===== src/rtl/clint_trap_ctrl_pkg.sv =====
// Shared definitions for the machine-mode trap/return sequencer.
//   - state encoding of the sequencer FSM
//   - mstatus bit positions touched on trap entry / mret
//   - default mcause codes and the mtvec vectored-mode encoding
package clint_trap_ctrl_pkg;

    localparam int XLEN_DEF = 64;

    localparam logic [63:0] MCAUSE_ECALL_DEF = 64'd11;
    localparam logic [63:0] MCAUSE_MTI_DEF   = {1'b1, 63'd7};

    localparam int MSTATUS_MIE    = 3;
    localparam int MSTATUS_MPIE   = 7;
    localparam int MSTATUS_MPP_LO = 11;
    localparam int MSTATUS_MPP_HI = 12;

    localparam logic [1:0] PRV_M          = 2'b11;
    localparam logic [1:0] MTVEC_VECTORED = 2'b01;

    typedef enum logic [2:0] {
        ST_IDLE,
        ST_T_MEPC,
        ST_T_MCAUSE,
        ST_T_MSTATUS,
        ST_R_MSTATUS,
        ST_REDIRECT
    } state_e;

endpackage


===== src/rtl/clint_trap_ctrl_mstatus_next.sv =====
// Combinational mstatus update for trap entry and mret.
//   ret          : 0 = trap entry (MPIE<=MIE, MIE<=0), 1 = mret (MIE<=MPIE, MPIE<=1)
//   mstatus_cur  : live mstatus from the CSR file
//   mstatus_nxt  : value to write back; MPP is forced to M-mode in both cases
module clint_mstatus_next
    import clint_trap_ctrl_pkg::*;
#(
    parameter int XLEN = XLEN_DEF
) (
    input  logic            ret,
    input  logic [XLEN-1:0] mstatus_cur,
    output logic [XLEN-1:0] mstatus_nxt
);

    always_comb begin
        mstatus_nxt = mstatus_cur;
        mstatus_nxt[MSTATUS_MPP_HI:MSTATUS_MPP_LO] = PRV_M;
        if (ret) begin
            mstatus_nxt[MSTATUS_MIE]  = mstatus_cur[MSTATUS_MPIE];
            mstatus_nxt[MSTATUS_MPIE] = 1'b1;
        end else begin
            mstatus_nxt[MSTATUS_MPIE] = mstatus_cur[MSTATUS_MIE];
            mstatus_nxt[MSTATUS_MIE]  = 1'b0;
        end
    end

endmodule


===== src/rtl/clint_trap_ctrl.sv =====
// Trap/return sequencer for the machine-mode CSR file.
// At an instruction boundary it accepts ecall, an enabled+pending machine
// timer interrupt, or mret (in that priority), writes mepc/mcause/mstatus
// through the CSR file's clint-side ports one per cycle, stalls the pipe
// throughout, and finishes with a single redirect pulse.
// Ports:
//   inst_valid_i/inst_pc_i/ecall_i/mret_i : commit-stage instruction info
//   cpu_csr_wen_i     : CPU CSR write in flight; clint writes hold while high
//   global_int_en_i/mtime_int_en_i/mtime_int_pend_i : MIE, MTIE, MTIP
//   csr_mtvec_i/csr_mepc_i/csr_mstatus_i : live CSR values
//   clint_*_wen_o/clint_*_wdata_o : CSR-file write ports
//   stall_o           : hold fetch/decode/execute
//   redirect_valid_o/redirect_pc_o : one-cycle redirect + flush
module clint_trap_ctrl
    import clint_trap_ctrl_pkg::*;
#(
    parameter int              XLEN         = XLEN_DEF,
    parameter logic [XLEN-1:0] MCAUSE_ECALL = MCAUSE_ECALL_DEF,
    parameter logic [XLEN-1:0] MCAUSE_MTI   = MCAUSE_MTI_DEF
) (
    input  logic            clk,
    input  logic            rst_n,
    input  logic            inst_valid_i,
    input  logic [XLEN-1:0] inst_pc_i,
    input  logic            ecall_i,
    input  logic            mret_i,
    input  logic            cpu_csr_wen_i,
    input  logic            global_int_en_i,
    input  logic            mtime_int_en_i,
    input  logic            mtime_int_pend_i,
    input  logic [XLEN-1:0] csr_mtvec_i,
    input  logic [XLEN-1:0] csr_mepc_i,
    input  logic [XLEN-1:0] csr_mstatus_i,
    output logic            clint_mepc_wen_o,
    output logic [XLEN-1:0] clint_mepc_wdata_o,
    output logic            clint_mcause_wen_o,
    output logic [XLEN-1:0] clint_mcause_wdata_o,
    output logic            clint_mstatus_wen_o,
    output logic [XLEN-1:0] clint_mstatus_wdata_o,
    output logic            stall_o,
    output logic            redirect_valid_o,
    output logic [XLEN-1:0] redirect_pc_o
);

    state_e          state_q, state_d;
    logic [XLEN-1:0] pc_q, cause_q;
    logic            is_int_q, is_ret_q;

    logic            int_take, accept, trap_take;
    logic [XLEN-1:0] mstatus_nxt, vec_base;

    assign int_take  = global_int_en_i & mtime_int_en_i & mtime_int_pend_i;
    assign trap_take = ecall_i | int_take;
    assign accept    = (state_q == ST_IDLE) & inst_valid_i & (trap_take | mret_i);

    always_ff @(posedge clk or negedge rst_n) begin
        if (!rst_n) begin
            state_q  <= ST_IDLE;
            pc_q     <= '0;
            cause_q  <= '0;
            is_int_q <= 1'b0;
            is_ret_q <= 1'b0;
        end else begin
            state_q <= state_d;
            if (accept) begin
                pc_q     <= inst_pc_i;
                cause_q  <= ecall_i ? MCAUSE_ECALL : (int_take ? MCAUSE_MTI : '0);
                is_int_q <= ~ecall_i & int_take;
                is_ret_q <= ~trap_take;
            end
        end
    end

    // Write states only move on when the CPU is not writing a CSR, since the
    // CSR file drops clint writes in that cycle.
    always_comb begin
        state_d = state_q;
        unique case (state_q)
            ST_IDLE: begin
                if (inst_valid_i) begin
                    if (trap_take)   state_d = ST_T_MEPC;
                    else if (mret_i) state_d = ST_R_MSTATUS;
                end
            end
            ST_T_MEPC:    if (!cpu_csr_wen_i) state_d = ST_T_MCAUSE;
            ST_T_MCAUSE:  if (!cpu_csr_wen_i) state_d = ST_T_MSTATUS;
            ST_T_MSTATUS: if (!cpu_csr_wen_i) state_d = ST_REDIRECT;
            ST_R_MSTATUS: if (!cpu_csr_wen_i) state_d = ST_REDIRECT;
            ST_REDIRECT:  state_d = ST_IDLE;
            default:      state_d = ST_IDLE;
        endcase
    end

    clint_mstatus_next #(.XLEN(XLEN)) u_mstatus_next (
        .ret         (state_q == ST_R_MSTATUS),
        .mstatus_cur (csr_mstatus_i),
        .mstatus_nxt (mstatus_nxt)
    );

    assign clint_mepc_wen_o      = (state_q == ST_T_MEPC);
    assign clint_mepc_wdata_o    = clint_mepc_wen_o ? pc_q : '0;
    assign clint_mcause_wen_o    = (state_q == ST_T_MCAUSE);
    assign clint_mcause_wdata_o  = clint_mcause_wen_o ? cause_q : '0;
    assign clint_mstatus_wen_o   = (state_q == ST_T_MSTATUS) | (state_q == ST_R_MSTATUS);
    assign clint_mstatus_wdata_o = clint_mstatus_wen_o ? mstatus_nxt : '0;

    assign stall_o          = (state_q != ST_IDLE) | accept;
    assign redirect_valid_o = (state_q == ST_REDIRECT);

    // Vectored mode applies to interrupts only: base + 4*cause (cause MSB dropped).
    assign vec_base = {csr_mtvec_i[XLEN-1:2], 2'b00};
    always_comb begin
        redirect_pc_o = '0;
        if (redirect_valid_o) begin
            if (is_ret_q)
                redirect_pc_o = csr_mepc_i;
            else if (is_int_q && csr_mtvec_i[1:0] == MTVEC_VECTORED)
                redirect_pc_o = vec_base + {cause_q[XLEN-3:0], 2'b00};
            else
                redirect_pc_o = vec_base;
        end
    end

endmodule


===== config.mk =====
export PLATFORM = sky130hd
export DESIGN_NAME = clint_trap_ctrl
export DESIGN_NICKNAME = d
export VERILOG_FILES = /design/src/rtl/clint_trap_ctrl_pkg.sv /design/src/rtl/clint_trap_ctrl_mstatus_next.sv /design/src/rtl/clint_trap_ctrl.sv
export SDC_FILE = /design/constraint.sdc
export NUM_CORES = 1
export LEC_CHECK = 0
export BUFFER_PORTS_ARGS = -buffer_cell sky130_fd_sc_hd__buf_2
export CAP_MARGIN = 20
export CORE_AREA = 2 2 206 208
export CTS_CLUSTER_SIZE = 30
export DETAILED_ROUTE_END_ITERATION = 8
export DIE_AREA = 0 0 208 210
export SKIP_CTS_REPAIR_TIMING = 1
export SYNTH_ARGS = -nofsm -noshare
export SYNTH_HDL_FRONTEND = slang
export SYNTH_SLANG_ARGS = --single-unit

===== constraint.sdc =====
create_clock -name clk -period 2.9 [get_ports clk]
set_clock_uncertainty 0.15 [all_clocks]
set_input_delay 0 -clock clk [delete_from_list [all_inputs] [get_ports clk]]
set_output_delay 0 -clock clk [all_outputs]
set_load 0.02 [all_outputs]

Yosys cells after proc, flatten, opt, wreduce, memory -nomap -nowiden
Cells that the tools add are included.
{"block": "totals", "reg_bits": 133, "word_cells": 50, "out_inout_bits": 261}
{"block": "classes", "eq_ne": 11, "n_reduce_logical": 5, "bitwise_logic": 11, "add_sub_neg": 1, "n_mux": 17}
{"op": "2-to-1 mux 64 bit", "count": 8}
{"op": "adder 64 bit", "count": 1}
{"op": "2-to-1 mux 3 bit", "count": 6}
{"op": "case mux 3 bit (4 select lines)", "count": 1}
{"op": "inequality test 2 bit (second input constant)", "count": 4}
{"op": "equality test 3 x 2 -> 1 bit (second input constant)", "count": 2}
{"op": "equality test 3 bit (second input constant)", "count": 2}
{"op": "AND 1 bit", "count": 5}
{"op": "AND reduction 5 bit", "count": 1}
{"op": "OR 1 bit", "count": 4}
{"op": "equality test 3 x 1 -> 1 bit (second input constant)", "count": 1}
{"op": "zero test 3 bit", "count": 1}
{"op": "inequality test 3 bit (second input constant)", "count": 1}
{"op": "nonzero test 3 bit", "count": 1}
{"op": "equality test 2 x 1 -> 1 bit (second input constant)", "count": 1}
{"op": "2-to-1 mux 1 bit", "count": 2}
{"op": "inverter 1 bit", "count": 2}
{"op": "OR reduction 2 bit", "count": 1}
{"op": "logical AND 1 bit", "count": 1}

Depth between registers and ports, before layout
Gate-level depths: netlist (run 1).
{"block": "logic_depth", "word_depth": 6, "depth_mapped": 10}

By module
A second synthesis (run 1) with hierarchy kept.
{"block": "hier_totals", "hier_cells": 817, "hier_area_um2": 6751.5}
{"mod": "clint_trap_ctrl", "seq_area_each_um2": 1776.7, "n_inst": 1, "area_each_um2": 6268.5, "cells_each": 752}
{"mod": "clint_mstatus_next", "seq_area_each_um2": 0.0, "n_inst": 1, "area_each_um2": 483.0, "cells_each": 65}

Worst setup path after synthesis (run 1)
Ideal clock, no wire load.
{"block": "synth_timing", "path_type": "register to output", "startpoint": "register cause_q[1]", "endpoint": "output port redirect_pc_o[56]", "stages_incl_launch_ff": 11, "arrival_ps": 2353, "path_slack_ps": 397, "required_time_ps": 2750, "cell_sequence": "dfrtp_1 > ha_1 > inv_1 > fa_1 > nand2b_1 > a21oi_4 > nand3_4 > buf_6 > nor3_2 > xnor2_1 > a21oi_1"}
{"block": "synth_via", "elab_chain_len": 4}
{"item": "start: declaration", "line": "clint_trap_ctrl.sv:46", "text": "logic [XLEN-1:0] pc_q, cause_q;"}
{"item": "start signal: assignment", "line": "clint_trap_ctrl.sv:67", "text": "cause_q <= ecall_i ? MCAUSE_ECALL : (int_take ? MCAUSE_MTI : '0);"}
{"item": "adder 64 bit", "line": "clint_trap_ctrl.sv:118", "text": "redirect_pc_o = vec_base + {cause_q[XLEN-3:0], 2'b00};"}
{"item": "2-to-1 mux 64 bit", "line": "clint_trap_ctrl.sv:117", "text": "else if (is_int_q && csr_mtvec_i[1:0] == MTVEC_VECTORED)"}
{"item": "2-to-1 mux 64 bit", "line": "clint_trap_ctrl.sv:115", "text": "if (is_ret_q)"}
{"item": "2-to-1 mux 64 bit", "line": "clint_trap_ctrl.sv:114", "text": "if (redirect_valid_o) begin"}
{"item": "end: declaration", "line": "clint_trap_ctrl.sv:42", "text": "output logic [XLEN-1:0] redirect_pc_o"}
Every way passes these cells.

Final worst setup path (run 1)
{"block": "layout_timing", "startpoint": "register cause_q[1]", "endpoint": "output port redirect_pc_o[60]"}
The elaborated chain is that of the path after synthesis.

==> flow_summary.ini, run 1 <==
[finish]
stdcell_count = 1824
nNetsFinal = 1550
diodes = 0
drive_above_1_share_pct = 48.8
num-fill-cells = 4478
final_util_pct = 25.3
design_area_mm2 = 0.0105
syn2layout_area_growth_pct = 65.4

[clock_network]
insertion_delay_ps = 340
cts_tree = yes
clkSinkCount = 71
clockBufferDepth = 2
cts_buffers = 9
h-tree-depth = 3
clk_pin_slew_ps = 60
cts-root-buf = clkbuf_16

[setup_path]
crit_path_top_delay_cell = dfrtp_1
critical_path.endpoint_type = output pin
r2r-start = state_q[2]$_DFFE_PN0P_
critPathKind = reg2out
reg2reg_depth = 4
slowest_delay_ps = 360
crit_path_max_fanout = 5
startpoint_type = flop
required_ps = 2750
r2r_end = cause_q[2]$_DFFE_PN0P_
worst-endpoint-arrival_ps = 2780
path_cells = ha_2 > inv_2 > fa_2 > nand2b_4 > a21oi_4 > nand3_4 > buf_12 > buf_8 > nor4_4 > xnor2_1 > a21oi_1 > buf_4
crit_end = redirect_pc_o[60]
crit_start = cause_q[1]$_DFFE_PN0P_
rrSetupSlack_ps = 750

[synthesis]
synth_edf_count = 0
yosysTopAreaCell = dfrtp_1
ys_top_cells_by_count = 128 x and2_1, 71 x dfrtp_1, 65 x buf_4, 65 x mux2_2
synth_xor_area_share_pct = 7.99
synthSimpleGateAreaFrac_pct = 28.1
ys_types = 47
yosysTopAreaCellShare_pct = 28.0
muxShareOfSynthArea_pct = 12.1
synth_area_leaders = dfrtp_1 28%, and2_1 13%, mux2_2 12%
synth_top_family_by_area = simple AND/OR/NAND/NOR gates
yosysMostFrequentCell = and2_1
ys_warn_count = 0
synth_cells = 754
seq_area_frac_synth_pct = 28.0
synth.avg_cell_area_um2 = 8.43
async_reset_ff_share_pct = 100
ys_seq_elements = 71
synthAdderAreaFrac_pct = 1.10
ys.flop_type = dfrtp_1
synth_compound_area_share_pct = 11.0
syn_area_mm2 = 0.00636

[route]
drtIter0Drc = 480
wl_per_cell_um = 17.8
routed_wl_um = 32400
vias = 7501
drtPass1Iterations = 5
final_antenna_net_count = 0
via_per_inst = 4.11
route.detailed.drc = 0

[placed_design]
detailed_place_hpwl_um = 25400
place_congestion = 0.879
dpl-instance-area_mm2 = 0.00912
io_buffers = 464
dpl.cell_count = 1726

[die]
std_cell_rows = 75
die_y_um = 210
fp.coreArea_mm2 = 0.0415
start_util_pct = 15.3
die_x_um = 208
io_pins = 526
die-area_mm2 = 0.0437

[timing]
grt_setup_unrepaired = true
max_freq_mhz = 341
timing.final.ws_setup_ps = -34.3
min_period_over_period_pct = 101
slew_violations = 0
setup_viol = 1
max_slew.worst_pin.slew_ps = 938
period_minus_slack_ps = 2930
max-slew-margin-rel_pct = 37.5
finalHoldViolations = 0

[global_routing]
grt_max_degree = 72
first_global_vias = 6906
overflow = 0
grt_antenna_before_repair = 6
grt_usage_pct = 13.1
grt_first_pass_wirelength_um = 43000

[outcome]
failed_checks = negative setup slack
outcome = finished, violations left

[hold_path]
holdCritPathClass = in2reg

[pwr]
ir_worst_vdd_mv = 0.552
power.density_mw_per_mm2 = 711
leakage_nw = 5.24

[job]
cap_violations = 0
final cells by class:
type | instances | area, um2 | share of cell area, %
sequential | 71 | 1780 | 16.9
multi-input combinational | 616 | 4240 | 40.3
clock inverter | 5 | 81.3 | 0.774
inverter | 15 | 57.6 | 0.547
tap | 539 | 674 | 6.42
timing repair buffer | 567 | 3440 | 32.7
clock buffer | 11 | 243 | 2.31
report_power, final:
part	leakage, nW	switching (W)	internal [W]
clock	0.156	0.000460	0.000777
sequential	0.842	0.000316	0.00149
combinational	4.25	0.00266	0.00177
state kept, by name, summed over array words and instances (netlist names):
name	flops
cause_q	3
pc_q	64
state_q	3
is_ret_q	1
worst min path at each step:
stage | startpoint | endpoint | slack [ps] | cells after the start
2_1_floorplan | rst_n | cause_q[1]$_DFFE_PN0P_ | -450 | 0
3_3_place_gp | rst_n | pc_q[36]$_DFFE_PN0P_ | 60 | 1
3_5_place_dp | rst_n | pc_q[33]$_DFFE_PN0P_ | 60 | 1
4_1_cts | rst_n | pc_q[38]$_DFFE_PN0P_ | -320 | 1
5_1_grt | csr_mstatus_i[55] | clint_mstatus_wdata_o[55] | 190 | 3
6_report | mret_i | is_ret_q$_DFFE_PN0P_ | 170 | 4
layer usage:
metal	global-route usage [%]	wire length, um	share of wire (%)
met5	0	56	0.17
met4	3.33	811	2.5
met3	4.14	2720	8.4
met2	22.7	16000	49
met1	15.8	12800	40
worst max-delay path: cells and delay by family, from the launching register on:
| family | cells | cell delay, ps |
|---|---|---|
| flip-flops | 1 | 360 |
| AND/OR/NAND/NOR | 3 | 530 |
| adder cells (fa/ha/maj) | 2 | 530 |
| AO/OA/AOI/OAI | 2 | 320 |
| buffers and inverters | 4 | 530 |
| XOR/XNOR | 1 | 150 |
placed cells by master, fill, tap and decap left out, drive strengths merged, types with 12 or more instances in the layout:
master	Yosys	routed
a21oi	60	60
and2	128	128
buf	74	497
clkbuf	37	12
conb	1	59
dfrtp	71	71
dlygate4sd3	0	69
inv	15	13
mux2	65	65
nand2	37	37
nand3	23	24
nand4	17	17
nor2	31	31
nor3	30	30
o21ai	59	59
xnor2	44	44
xor2	14	14
cells by family after synthesis:
logic type,Yosys count
AOI/OAI and AO/OA,131
DFF,71
and+or+nand+nor,293
adders and majority gates,5
other,1
muxes,69
xor gates and xnor gates,58
buffers and inverters,126
per-stage QoR:
| stage | setup WS [ps] | power, W | setup TNS (ps) | hold WS [ps] |
|---|---|---|---|---|
| floorplan | 397 | 0.00448 | 0 | -446 |
| global placement | 204 | 0.00597 | 0 | 60.6 |
| detailed placement | 211 | 0.00605 | 0 | 60.7 |
| CTS | -185 | 0.00732 | -2040 | -318 |
| global route | -165 | 0.00794 | -1290 | 186 |
| finish | -34.3 | 0.00747 | -34.3 | 171 |
Power figures use the tool's default switching activity.
==> inputs of run 2 (changes only) <==
==> constraint.sdc (replaced) <==
create_clock -name clk -period 3 [get_ports clk]
set_clock_uncertainty 0.15 [all_clocks]
set_input_delay 0 -clock clk [delete_from_list [all_inputs] [get_ports clk]]
set_output_delay 0 -clock clk [all_outputs]
set_load 0.02 [all_outputs]
==> flow_summary.ini, run 2 (same netlist as run 1, synthesis figures left out) <==
[route]
dr_wl_met2_um = 15700
route.detailed.drc = 0
drtIter0Drc = 397
drtPass1Iterations = 4
route.met3.wl_um = 2640
final_antenna_net_count = 0
met1Wirelength_um = 12900
dr.max_layer_used = met5
wl_per_cell_um = 17.6
routed_wl_um = 32100
via_per_inst = 4.04
vias = 7349

[global_routing]
grt_usage_pct = 13.2
overflow = 0
grt_antenna_before_repair = 6
grt_max_degree = 72
first_global_vias = 6745
grt_first_pass_wirelength_um = 43200

[finish]
num-fill-cells = 4491
largest_reg_flops = 64
stdcell_count = 1820
nNetsFinal = 1545
final_common_cell = buf_2
drive_above_1_share_pct = 47.4
reg.largest.list = pc_q x64, cause_q x3, state_q x3
final_cell_mix = 458 x buf_2, 128 x and2_1, 71 x dfrtp_1
syn2layout_area_growth_pct = 62.1
multi_input_area_mm2 = 0.00412
top_register = pc_q
register_area_mm2 = 0.00178

[timing]
max_slew.worst_pin.slew_ps = 915
finalHoldViolations = 0
period_minus_slack_ps = 2880
slew_violations = 0
max-slew-margin-rel_pct = 39.0
setup_viol = 0
min_period_over_period_pct = 96.0
max_freq_mhz = 347

[pwr]
ir_worst_vdd_mv = 0.663
power.density_mw_per_mm2 = 705
leakage_nw = 5.17
design_power_total_w = 0.00727

[die]
fp.coreArea_mm2 = 0.0415
die_y_um = 210
die_x_um = 208
std_cell_rows = 75
start_util_pct = 15.3
die-area_mm2 = 0.0437
io_pins = 526

[clock_network]
clk_pin_slew_ps = 60
clockBufferDepth = 2
cts_buffers = 9
cts_tree = yes
clkSinkCount = 71
cts-root-buf = clkbuf_16
h-tree-depth = 3
insertion_delay_ps = 340

[setup_path]
path_cells = ha_2 > inv_1 > fa_2 > nand2b_4 > a21oi_4 > nand3_4 > buf_12 > nor4_4 > xnor2_1 > a21oi_2 > buf_6
crit_path_max_fanout = 19
worst-endpoint-arrival_ps = 2730
r2r_end = cause_q[2]$_DFFE_PN0P_
critPathKind = reg2out
startpoint_type = flop
rrSetupSlack_ps = 610
r2r-start = state_q[0]$_DFFE_PN0P_
slowest_delay_ps = 390
required_ps = 2850
crit_path_top_delay_cell = dfrtp_1
reg2reg_depth = 5
critical_path.endpoint_type = output pin
worst-path-buf-inv = 3
cp_top_family = adder cells

[hold_path]
hold_end = state_q[2]$_DFFE_PN0P_
holdPathStages = 5
holdCritPathClass = in2reg
hp-start = mret_i

[placed_design]
dpl.cell_count = 1725
place_congestion = 0.906
detailed_place_hpwl_um = 25600
io_buffers = 464

[job]
cap_violations = 0

[outcome]
outcome = complete, no violations
## run 2: cell count changes in the layout (fill, tap and decap cells not counted), sizes merged
cell	previous run	this run
diode	0	1
nand3	24	23
buf	497	494
clkinvlp	1	0
inv	13	14
clkbuf	12	10
bufinv	2	3
## run 2: how the worst max path moves through the flow
stage | start | to | depth (start not counted)
3_3_place_gp | cause_q[1]$_DFFE_PN0P_ | redirect_pc_o[50] | 10
2_1_floorplan | cause_q[1]$_DFFE_PN0P_ | redirect_pc_o[56] | 10
5_1_grt | cause_q[1]$_DFFE_PN0P_ | redirect_pc_o[62] | 12
4_1_cts | cause_q[1]$_DFFE_PN0P_ | redirect_pc_o[42] | 10
6_report | cause_q[1]$_DFFE_PN0P_ | redirect_pc_o[50] | 11
3_5_place_dp | cause_q[1]$_DFFE_PN0P_ | redirect_pc_o[42] | 10
## run 2: layout make-up
class,count,share of cell area (%)
multi-input cells,615,40.0
repair buffers,563,32.2
well taps,539,6.54
diodes,1,0.0243
clock inverters,6,1.13
inverters,15,0.559
clock buffers,10,2.32
flip-flops and latches,71,17.2
## run 2: power breakdown
part / total, W / switching, W / internal [W]
sequential: 0.00175 / 0.000302 / 0.00144
combinational: 0.00423 / 0.00256 / 0.00168
clock: 0.00129 / 0.000447 / 0.000841
total: 0.00727 / 0.00331 / 0.00396
## run 2: per-layer routing
| metal | track usage, % | vias up |
|---|---|---|
| met3 | 3.68 | 44 |
| li1 | - | 3483 |
| met1 | 16.3 | 3437 |
| met4 | 3.42 | 8 |
| met2 | 22.6 | 377 |
| met5 | 0 | - |
## run 2: worst reg2reg max path, cell delays in order, from the launching register on
cell	delay, ps
dfrtp_1	470
nor3_1	410
nand2b_4	290
buf_12	250
o31ai_1	190
dlygate4sd3_1	570
## run 2: stage by stage
stage	hold WS [ps]	TNS, ps	setup WS, ps	cell area [um2]	utilization [%]
final	124	0	120	10300	24.8
after floorplan	-446	0	497	6570	-
after detailed placement	49.8	0	98.6	9100	21.9
after global placement	50.3	0	178	9100	21.9
after CTS	-326	-2300	-298	9450	22.8
after global routing	186	-69.6	-24.4	10300	24.8
